`config.mk`:
```
export PLATFORM = sky130hd
export DESIGN_NAME = i2c_reg_target_flat
export DESIGN_NICKNAME = d
export VERILOG_FILES = /design/src/rtl/i2c_reg_target_pkg.sv /design/src/rtl/i2c_reg_target_if.sv /design/src/rtl/i2c_sync_edge.sv /design/src/rtl/i2c_reg_target.sv /design/src/flat_wrapper.sv
export SDC_FILE = /design/constraint.sdc
export NUM_CORES = 1
export LEC_CHECK = 0
export BUFFER_PORTS_ARGS = -buffer_cell sky130_fd_sc_hd__buf_4
export CAP_MARGIN = 20
export CORE_UTILIZATION = 32
export DETAILED_ROUTE_END_ITERATION = 10
export PLACE_DENSITY = 0.55
export RECOVER_POWER = 100
export SYNTH_ARGS = -nofsm -noshare
export SYNTH_HDL_FRONTEND = slang
export SYNTH_SLANG_ARGS = --single-unit
```
`constraint.sdc`:
```
create_clock -name clk -period 3.2 [get_ports clk]
set_input_delay 0.16 -clock clk [delete_from_list [all_inputs] [get_ports clk]]
set_output_delay 0.16 -clock clk [all_outputs]
set_load 0.01 [all_outputs]
```
`src/rtl/i2c_reg_target_pkg.sv`:
```
// Shared definitions for the I2C register-pointer target: FSM states and byte framing.
package i2c_reg_target_pkg;

  localparam int I2C_BYTE_W = 8;
  // R/W flag position inside the address byte (LSB on the wire).
  localparam int RW_BIT     = 0;

  typedef enum logic [3:0] {
    S_IDLE      = 4'd0,
    S_ADDR      = 4'd1,
    S_ADDR_ACK  = 4'd2,
    S_PTR       = 4'd3,
    S_PTR_ACK   = 4'd4,
    S_WDATA     = 4'd5,
    S_WDATA_ACK = 4'd6,
    S_RDATA     = 4'd7,
    S_RACK      = 4'd8
  } state_e;

endpackage

```
`src/rtl/i2c_reg_target_if.sv`:
```
// Register-bank side of the I2C target: pointer, write strobe/data, read strobe/data.
interface i2c_reg_target_if
  import i2c_reg_target_pkg::*;
#(
  parameter int PTR_W = 3
);

  logic [PTR_W-1:0]      reg_addr;
  logic [I2C_BYTE_W-1:0] reg_wdata;
  logic                  reg_wr_en;
  logic [I2C_BYTE_W-1:0] reg_rdata;
  logic                  reg_rd_en;

  // The I2C target owns the pointer and strobes; the register bank answers with read data.
  modport master (
    output reg_addr, reg_wdata, reg_wr_en, reg_rd_en,
    input  reg_rdata
  );

  modport slave (
    input  reg_addr, reg_wdata, reg_wr_en, reg_rd_en,
    output reg_rdata
  );

endinterface

```
`src/rtl/i2c_sync_edge.sv`:
```
// Multi-flop synchroniser for one pad line plus single-cycle rise/fall detection.
module i2c_sync_edge #(
  parameter int SYNC_STAGES = 2
) (
  input  logic clk,
  input  logic reset,
  input  logic async_in,
  output logic level,
  output logic rise,
  output logic fall
);

  logic [SYNC_STAGES-1:0] sync_q;
  logic                   prev_q;

  // Flops reset to 1 so an idle (pulled-up) bus produces no spurious edge after reset.
  always_ff @(posedge clk) begin
    if (reset) begin
      sync_q <= '1;
      prev_q <= 1'b1;
    end else begin
      // NOTE: non-blocking assignments let every flop sample the pre-edge value,
      // which is what makes this a shift chain rather than a single wire.
      sync_q <= {sync_q[SYNC_STAGES-2:0], async_in};
      prev_q <= sync_q[SYNC_STAGES-1];
    end
  end

  assign level = sync_q[SYNC_STAGES-1];
  assign rise  = level & ~prev_q;
  assign fall  = ~level & prev_q;

endmodule

```
`src/rtl/i2c_reg_target.sv`:
```
// I2C target with register pointer: auto-incrementing multi-byte writes, SDA-driven reads,
// repeated START and master NACK handling. No clock stretching.
module i2c_reg_target
  import i2c_reg_target_pkg::*;
#(
  parameter logic [6:0] ADDRESS     = 7'h69,
  parameter int         NUM_REGS    = 8,
  parameter int         PTR_W       = (NUM_REGS > 2) ? $clog2(NUM_REGS) : 1,
  parameter int         SYNC_STAGES = 2
) (
  input  logic              clk,
  input  logic              reset,
  input  logic              scl_i,
  output logic              scl_o,
  input  logic              sda_i,
  output logic              sda_o,
  i2c_reg_target_if.master  bus,
  output logic              start,
  output logic              stop,
  output logic              busy
);

  logic scl_lvl, scl_rise, scl_fall;
  logic sda_lvl, sda_rise, sda_fall;

  i2c_sync_edge #(.SYNC_STAGES(SYNC_STAGES)) u_scl_sync (
    .clk(clk), .reset(reset), .async_in(scl_i),
    .level(scl_lvl), .rise(scl_rise), .fall(scl_fall)
  );

  i2c_sync_edge #(.SYNC_STAGES(SYNC_STAGES)) u_sda_sync (
    .clk(clk), .reset(reset), .async_in(sda_i),
    .level(sda_lvl), .rise(sda_rise), .fall(sda_fall)
  );

  // Bus conditions: SDA moving while SCL is high is never a data bit.
  logic start_det, stop_det;
  assign start_det = sda_fall & scl_lvl;
  assign stop_det  = sda_rise & scl_lvl;

  state_e                state_q, state_d;
  logic [3:0]            cnt_q, cnt_d;
  logic [I2C_BYTE_W-1:0] shift_q, shift_d;
  logic                  rw_q, rw_d;
  logic                  sda_q, sda_d;

  logic [PTR_W-1:0]      reg_addr_q, ptr_next;
  logic [I2C_BYTE_W-1:0] reg_wdata_q;
  logic                  reg_wr_en_q, start_q, stop_q, busy_q;

  logic [I2C_BYTE_W-1:0] byte_in;
  logic                  rd_fire, wr_fire, ptr_load, ptr_step, busy_set, busy_clr;

  assign ptr_next = (reg_addr_q == PTR_W'(NUM_REGS - 1)) ? '0 : reg_addr_q + 1'b1;

  always_comb begin
    // NOTE: every comb output gets a default first, so no path can infer a latch.
    state_d  = state_q;
    cnt_d    = cnt_q;
    shift_d  = shift_q;
    rw_d     = rw_q;
    sda_d    = sda_q;
    byte_in  = {shift_q[I2C_BYTE_W-2:0], sda_lvl};
    rd_fire  = 1'b0;
    wr_fire  = 1'b0;
    ptr_load = 1'b0;
    ptr_step = 1'b0;
    busy_set = 1'b0;
    busy_clr = 1'b0;

    if (start_det) begin
      state_d = S_ADDR;
      cnt_d   = '0;
      sda_d   = 1'b1;
    end else if (stop_det) begin
      state_d  = S_IDLE;
      cnt_d    = '0;
      sda_d    = 1'b1;
      busy_clr = 1'b1;
    end else begin
      case (state_q)
        S_ADDR, S_PTR, S_WDATA: begin
          if (scl_rise) begin
            shift_d = byte_in;
            cnt_d   = cnt_q + 4'd1;
            if (cnt_q == 4'(I2C_BYTE_W - 1)) begin
              cnt_d = '0;
              if (state_q == S_ADDR) begin
                if (byte_in[I2C_BYTE_W-1:1] == ADDRESS) begin
                  state_d  = S_ADDR_ACK;
                  rw_d     = byte_in[RW_BIT];
                  busy_set = 1'b1;
                end else begin
                  state_d  = S_IDLE;
                  busy_clr = 1'b1;
                end
              end else if (state_q == S_PTR) begin
                ptr_load = 1'b1;
                state_d  = S_PTR_ACK;
              end else begin
                wr_fire = 1'b1;
                state_d = S_WDATA_ACK;
              end
            end
          end
        end

        // cnt 0: waiting for the fall that opens the ACK slot; cnt 1: waiting for the one closing it.
        S_ADDR_ACK, S_PTR_ACK, S_WDATA_ACK: begin
          if (scl_fall) begin
            if (cnt_q == 4'd0) begin
              sda_d = 1'b0;
              cnt_d = 4'd1;
            end else begin
              sda_d = 1'b1;
              cnt_d = '0;
              if (state_q == S_ADDR_ACK && rw_q) begin
                rd_fire = 1'b1;
                sda_d   = bus.reg_rdata[I2C_BYTE_W-1];
                shift_d = {bus.reg_rdata[I2C_BYTE_W-2:0], 1'b0};
                cnt_d   = 4'd1;
                state_d = S_RDATA;
              end else if (state_q == S_ADDR_ACK) begin
                state_d = S_PTR;
              end else begin
                state_d = S_WDATA;
              end
            end
          end
        end

        // cnt counts bits already placed on SDA; 0 means the next byte still has to be fetched.
        S_RDATA: begin
          if (scl_fall) begin
            if (cnt_q == 4'd0) begin
              rd_fire = 1'b1;
              sda_d   = bus.reg_rdata[I2C_BYTE_W-1];
              shift_d = {bus.reg_rdata[I2C_BYTE_W-2:0], 1'b0};
              cnt_d   = 4'd1;
            end else if (cnt_q == 4'(I2C_BYTE_W)) begin
              sda_d   = 1'b1;
              cnt_d   = '0;
              state_d = S_RACK;
            end else begin
              sda_d   = shift_q[I2C_BYTE_W-1];
              shift_d = {shift_q[I2C_BYTE_W-2:0], 1'b0};
              cnt_d   = cnt_q + 4'd1;
            end
          end
        end

        // Pointer advances on the ACK so the following fetch already sees the next register.
        S_RACK: begin
          if (scl_rise) begin
            if (!sda_lvl) begin
              ptr_step = 1'b1;
              cnt_d    = '0;
              state_d  = S_RDATA;
            end else begin
              busy_clr = 1'b1;
              state_d  = S_IDLE;
            end
          end
        end

        default: state_d = S_IDLE;
      endcase
    end
  end

  always_ff @(posedge clk) begin
    if (reset) begin
      state_q <= S_IDLE;
      cnt_q   <= '0;
      shift_q <= '0;
      rw_q    <= 1'b0;
      sda_q   <= 1'b1;
    end else begin
      state_q <= state_d;
      cnt_q   <= cnt_d;
      shift_q <= shift_d;
      rw_q    <= rw_d;
      sda_q   <= sda_d;
    end
  end

  always_ff @(posedge clk) begin
    if (reset) begin
      reg_addr_q  <= '0;
      reg_wdata_q <= '0;
      reg_wr_en_q <= 1'b0;
      start_q     <= 1'b0;
      stop_q      <= 1'b0;
      busy_q      <= 1'b0;
    end else begin
      reg_wr_en_q <= wr_fire;
      start_q     <= start_det;
      stop_q      <= stop_det;
      if (wr_fire) reg_wdata_q <= byte_in;
      // A written byte advances the pointer during its strobe cycle, after the bank saw the old value.
      if (ptr_load)                     reg_addr_q <= byte_in[PTR_W-1:0];
      else if (reg_wr_en_q || ptr_step) reg_addr_q <= ptr_next;
      if (busy_clr)      busy_q <= 1'b0;
      else if (busy_set) busy_q <= 1'b1;
    end
  end

  assign scl_o         = 1'b1;
  assign sda_o         = sda_q;
  assign start         = start_q;
  assign stop          = stop_q;
  assign busy          = busy_q;
  assign bus.reg_addr  = reg_addr_q;
  assign bus.reg_wdata = reg_wdata_q;
  assign bus.reg_wr_en = reg_wr_en_q;
  // The read strobe marks the exact cycle reg_rdata is captured, so it is not registered.
  assign bus.reg_rd_en = rd_fire & ~reset;

endmodule

```
`src/flat_wrapper.sv`:
```
// flat-port wrapper written by rule: the top's interface ports become plain ports
module i2c_reg_target_flat import i2c_reg_target_pkg::*;
#(
  parameter logic [6:0] ADDRESS     = 7'h69,
  parameter int         NUM_REGS    = 8,
  parameter int         PTR_W       = (NUM_REGS > 2) ? $clog2(NUM_REGS) : 1,
  parameter int         SYNC_STAGES = 2
)
  (clk, reset, scl_i, scl_o, sda_i, sda_o, start, stop, busy, bus_reg_addr, bus_reg_wdata, bus_reg_wr_en, bus_reg_rd_en, bus_reg_rdata);
  i2c_reg_target_if #(.PTR_W(PTR_W)) bus_i ();
  input  logic clk;
  input  logic reset;
  input  logic scl_i;
  output logic scl_o;
  input  logic sda_i;
  output logic sda_o;
  output logic start;
  output logic stop;
  output logic busy;
  output wire logic [$bits(bus_i.reg_addr)-1:0] bus_reg_addr;
  output wire logic [$bits(bus_i.reg_wdata)-1:0] bus_reg_wdata;
  output wire logic [$bits(bus_i.reg_wr_en)-1:0] bus_reg_wr_en;
  output wire logic [$bits(bus_i.reg_rd_en)-1:0] bus_reg_rd_en;
  input wire logic [$bits(bus_i.reg_rdata)-1:0] bus_reg_rdata;
  assign bus_reg_addr = bus_i.reg_addr;
  assign bus_reg_wdata = bus_i.reg_wdata;
  assign bus_reg_wr_en = bus_i.reg_wr_en;
  assign bus_reg_rd_en = bus_i.reg_rd_en;
  assign bus_i.reg_rdata = bus_reg_rdata;
  i2c_reg_target #(.ADDRESS(ADDRESS), .NUM_REGS(NUM_REGS), .PTR_W(PTR_W), .SYNC_STAGES(SYNC_STAGES)) u_core (.clk(clk), .reset(reset), .scl_i(scl_i), .scl_o(scl_o), .sda_i(sda_i), .sda_o(sda_o), .bus(bus_i), .start(start), .stop(stop), .busy(busy));
endmodule
```
# Word level (Yosys, flattened, before mapping)
# Cells that the tools add are included.
[totals]
reg_bits = 39
inputBits = 12
output_inout_bits = 18
elab_cells = 169
[classes]
add_sub_neg = 2
eq_ne = 31
mux = 89
bitwise_logic = 14
reduce_logical = 17
[op_table]
columns = ["cell", "count"]
rows = [
  ["$mux W4", 19],
  ["$mux W8", 7],
  ["$mux W1", 50],
  ["$pmux W4 S4", 2],
  ["$ne A4 B1 Y1 const B", 6],
  ["$pmux W8 S3", 1],
  ["$eq A4 B3 Y1 const B", 5],
  ["$reduce_and A8 Y1", 2],
  ["$mux W3", 5],
  ["$ne A2 B1 Y1 const B", 7],
  ["$reduce_and A9 Y1", 1],
  ["$reduce_or A3 Y1", 3],
  ["$eq A4 B2 Y1 const B", 2],
  ["$eq A4 B4 Y1 const B", 2],
  ["$ne A4 B2 Y1 const B", 2],
  ["$and A1 B1 Y1", 7],
  ["$eq A7 B7 Y1 const B", 1],
  ["$not A1 Y1", 7],
  ["$reduce_and A7 Y1", 1],
  ["$ne A2 B2 Y1 const B", 3],
  ["$pmux W1 S2", 3],
  ["$reduce_and A6 Y1", 1],
  ["$add A4 B1 Y4 const B", 1],
  ["$eq A4 B1 Y1 const B", 1],
  ["12 further kinds", 14],
]

# Depth between registers and ports, before layout
[logic_depth]
ltp_word = 9
depth_mapped = 8
depth_no_buf = 7

# Hierarchy
# Synthesis repeated with hierarchy kept, for this count alone.
[unflattened]
cells_unflattened = 240
area_unflattened_um2 = 2122.0
[modules_own_cells]
columns = ["module", "n_inst", "cells_per_inst", "area_each_um2", "seq_area_each_um2"]
rows = [
  ["i2c_reg_target", 1, 224, 1936.9, 660.6],
  ["i2c_sync_edge", 2, 8, 92.6, 60.1],
]

# Least setup slack after synthesis
# No wires, ideal clock.
[synth_timing]
kind = "register to register"
startpoint = "register u_core.cnt_q[0]"
endpoint = "register u_core.state_q[0]"
setup_ps = 87
t_arrival_ps = 1809
required_ps = 3113
path_slack_ps = 1304
path_stages_with_launch = 8
n_path_buf = 0
period_less_slack_ps = 1896
path_cell_list = "dfxtp_1 > inv_1 > ha_1 > nor4bb_1 > o311ai_1 > o311ai_4 > a221o_1 > o31ai_1"
[synth_between]
elab_chain_len = 3
word_cells_on_any_way = 8
classes_between = "eq/ne (6); reduce/logical (2)"
[synth_lines]
columns = ["item", "line", "text"]
rows = [
  ["from (decl)", "i2c_reg_target.sv:42", "logic [3:0] cnt_q, cnt_d;"],
  ["from (signal assigned)", "i2c_reg_target.sv:180", "cnt_q <= cnt_d;"],
  ["$eq A4 B4 Y1 (tied with other cells)", "i2c_reg_target.sv:140", "end else if (cnt_q == 4'(I2C_BYTE_W)) begin"],
  ["$ne A4 B1 Y1 (no source line) / $ne A4 B2 Y1 (equally long branches)", "-", ""],
  ["$reduce_and A8 Y1 (no source line) *", "-", ""],
  ["to (signal assigned)", "i2c_reg_target.sv:179", "state_q <= state_d;"],
  ["to (decl)", "i2c_reg_target.sv:41", "state_e state_q, state_d;"],
]
# Every way passes the cells marked *; elsewhere a longest branch is shown, timed or not.
# A chain may end at the register's enable or synchronous reset.

# Final worst setup path
[layout_timing]
startpoint = "register u_core.state_q[2]"
endpoint = "register u_core.state_q[0]"
[layout_between]
elab_chain_len = 8
word_cells_on_any_way = 29
classes_between = "eq/ne (16); mux (9); reduce/logical (4)"
[layout_lines]
columns = ["item", "line", "text"]
rows = [
  ["$eq A4 B2 Y1", "i2c_reg_target.sv:81, i2c_reg_target.sv:117", ""],
  ["$logic_and A1 B1 Y1", "i2c_reg_target.sv:117", "if (state_q == S_ADDR_ACK && rw_q) begin"],
  ["$mux W4", "i2c_reg_target.sv:117", ""],
  ["$mux W4", "i2c_reg_target.sv:111", "if (cnt_q == 4'd0) begin"],
  ["$mux W4", "i2c_reg_target.sv:110", "if (scl_fall) begin"],
  ["$pmux W4 S4", "i2c_reg_target.sv:81", "case (state_q)"],
  ["$mux W1", "i2c_reg_target.sv:75", "end else if (stop_det) begin"],
  ["$mux W1", "i2c_reg_target.sv:71", "if (start_det) begin"],
]
# Several ways; a longest one is shown, not always the timed one. The select of a mux whose other input is x is not followed.

==> flow_summary.ini <==
[cts]
clk_pin_slew_worst_paths_ps = 80
cts-resized-gates = 0
clock_sinks = 39
cts-root-buf = clkbuf_8
cts-buffers-inserted = 5
clock_latency_ps = 290
tritoncts = done
h-tree-depth = 2
clockBufferDepth = 2
post_cts_buffers = 0
holdBufCountCts = 0

[detailed_routing]
final_antenna_net_count = 0
drcViolationCount = 0
initialDrtViolationCount = 120
drt_wl_total_microns = 5250
first_pass_iters = 4
wl_per_cell_microns = 14.0
via_per_inst = 5.22
vias = 1952

[placed_design]
globalplace.congestion = 0.813
postPlaceCellArea_sq_um = 2490
portBuffers = 28
place_hpwl_microns = 3640

[grt]
grt_pass1_wl_microns = 9060
grt_util_met2 = 0.242
met1_usage = 0.207
grt_max_degree = 33
grt_overflow_total = 0
busiest_layer = met2
globalRouteMet3Util = 0.0308
grt_use_total = 0.155
grt_pass1_vias = 1824
antenna_found_initial = 0

[setup_path]
critPathLaunchType = register
crit_buf_inv = 0
path_cells = or2_0 -> a21oi_1 -> o311ai_1 -> a221o_1 -> o31ai_1
reg2reg_slack_ps = 600
cp_slowest_cell = o311ai_1
r2r_end = u_core.state_q[0]
path_max_fanout = 19
critical_path_required_ps = 3330
endpoint_kind = register
cp_slowest_stage_delay_ps = 760
cp.arrival_ps = 2720
reg2reg_depth = 5
r2r_start = u_core.state_q[2]
cp_top_family = compound AO/OA/AOI/OAI gates
crit_type = reg -> reg

[finish]
area_growth_pct = 9.56
multi_input_area_sq_um = 1330
regArea_sq_um = 781
finalNetCount = 293
insertedDiodeCount = 0
num-fill-cells = 768
drive_above_1_share = 0.115
postLayoutCellArea_sq_um = 2480

[sta]
relSlewSlack = 0.144
fin_crit_sh = 0.811
skew_ps = 5.51
fmax_ghz = 0.385
finalHoldViolCount = 0
fin_crit_ps = 2600
finalSetupViolCount = 0
tns_ps = 0
tightestPinTransition_ps = 1280
rsz0062_at_grt = false
slew_viol_final = 0

[floorplanning]
die_h_microns = 86.1
floorplan.initialDensity = 0.332
fp-row-count = 30
pin_count = 30
die_width_microns = 86.1
coreArea_sq_um = 6830
die_area_sq_um = 7420

[synth]
synth_edf_count = 0
ys_seq_elements = 39
syn_area_sq_um = 2260
synthCells = 261
ys_types = 61
synthFlopType = dfxtp_1
syn_avg_cell_area_sq_um = 8.68
yosys_warnings = 0
synth-seq-area-share = 0.345
synth_nets = 277
synthArstFlopShare = 0

[outcome]
status = complete, no violations

[power]
p_leak_uw = 0.000896
irDropWorstVdd_mv = 0.200
powerDensity_nw_per_um2 = 534

[hold_path]
hp-class = in -> reg
holdCritStartpoint = scl_i
hold_path_end = u_core.u_scl_sync.sync_q[0]
min_path_cells = 2

[run]
cap_violations = 0
[cells by family (layout without fill, tap and decap cells)]
logic type      after synthesis  in the layout  synth area share
buf+inv                      24             41            0.0563
xor+xnor                      2              2           0.00774
simple gates                110            110             0.271
mux                          18             18            0.0796
other cells                   1              1           0.00166
flops                        39             39             0.345
fa+ha+maj                     5              5            0.0265
compound gates               62             62             0.212
[worst max path at each step]
stage / from / endpoint / cells after the start
CTS: u_core.state_q[0] / u_core.bus.reg_wdata[7] / 5
global placement: u_core.u_sda_sync.sync_q[1] / u_core.bus.reg_wdata[1] / 5
detailed placement: u_core.state_q[0] / u_core.bus.reg_wdata[7] / 5
floorplan: u_core.cnt_q[0] / u_core.state_q[0] / 7
global route: u_core.state_q[2] / u_core.state_q[0] / 5
finish: u_core.state_q[2] / u_core.state_q[0] / 5
[through the flow]
step                 util  cells  hold WS [ps]  setup slack, ps  total power, uW
finish              0.363    374          42.4              603             1320
global route        0.363    374          26.5              439             1410
CTS                 0.377    374          34.6              751             1360
detailed placement  0.364    366           347              787             1020
global placement    0.364    366           344              866             1020
floorplan               -    261           264             1300              956
[placed cells by master (no fill, tap or decap), types with 2 or more instances in the layout]
master	netlist	routed
clkbuf_1	6	18
buf_4	2	10
mux2i_1	18	18
o211ai_1	2	2
nand2_1	20	20
clkbuf_8	0	5
dfxtp_1	39	39
or2_2	7	7
nand3b_1	4	4
nand3_1	7	7
a211oi_1	3	3
nor2b_1	6	6
a21o_1	2	2
and3_1	3	3
nor2_1	23	23
and4b_1	2	2
nor4_1	2	2
a311oi_1	3	3
a21oi_1	13	13
nor3_1	8	9
o21a_1	3	3
nor4bb_1	2	2
o311ai_1	2	2
clkinvlp_4	0	2
ha_1	4	4
o31ai_1	2	2
o21ai_0	14	14
a31oi_1	2	2
nor3b_1	3	3
nand2b_1	8	8
o32a_1	2	2
or3_1	7	7
inv_1	5	5
[Yosys cell counts, drive strengths merged (6+ instances only)]
cell type,n,share of area
a21oi,14,0.033
buf,12,0.036
clkbuf,7,0.012
dfxtp,39,0.34
mux2i,18,0.080
nand2,20,0.033
nand2b,8,0.022
nand3,7,0.015
nor2,23,0.038
nor2b,6,0.017
nor3,9,0.022
o21ai,14,0.031
or2,8,0.022
or3,7,0.019
[flip-flops by register name, summed over array words and instances, names as in the netlist]
signal and flops:
u_core.bus.reg_addr 3, u_core.bus.reg_wdata 8, u_core.bus.reg_wr_en 1, u_core.busy 1, u_core.cnt_q 4, u_core.rw_q 1, u_core.sda_o 1, u_core.shift_q 8
u_core.start 1, u_core.state_q 4, u_core.stop 1, u_core.u_scl_sync.prev_q 1, u_core.u_scl_sync.sync_q 2, u_core.u_sda_sync.prev_q 1, u_core.u_sda_sync.sync_q 2
[routing by layer]
layer  wire, microns  vias to the layer above
met5               0                        -
met4              85                        0
met3             203                        8
met2            2430                       48
met1            2530                      913
li1                -                      983
[final cells by class]
| type | instances | area share |
|---|---|---|
| multi-input cells | 198 | 0.536 |
| flip-flops and latches | 39 | 0.315 |
| repair buffers | 28 | 0.0575 |
| well taps | 96 | 0.0484 |
| clock buffers | 5 | 0.0277 |
| clock inverters | 3 | 0.00807 |
| inverters | 5 | 0.00756 |
[report_power, final]
part	switching [uW]	leakage (uW)	internal, uW
clock network	184	0.0000402	152
registers	49.7	0.000316	504
logic	259	0.000540	175
total	493	0.000896	831
Power figures use the tool's default switching activity.
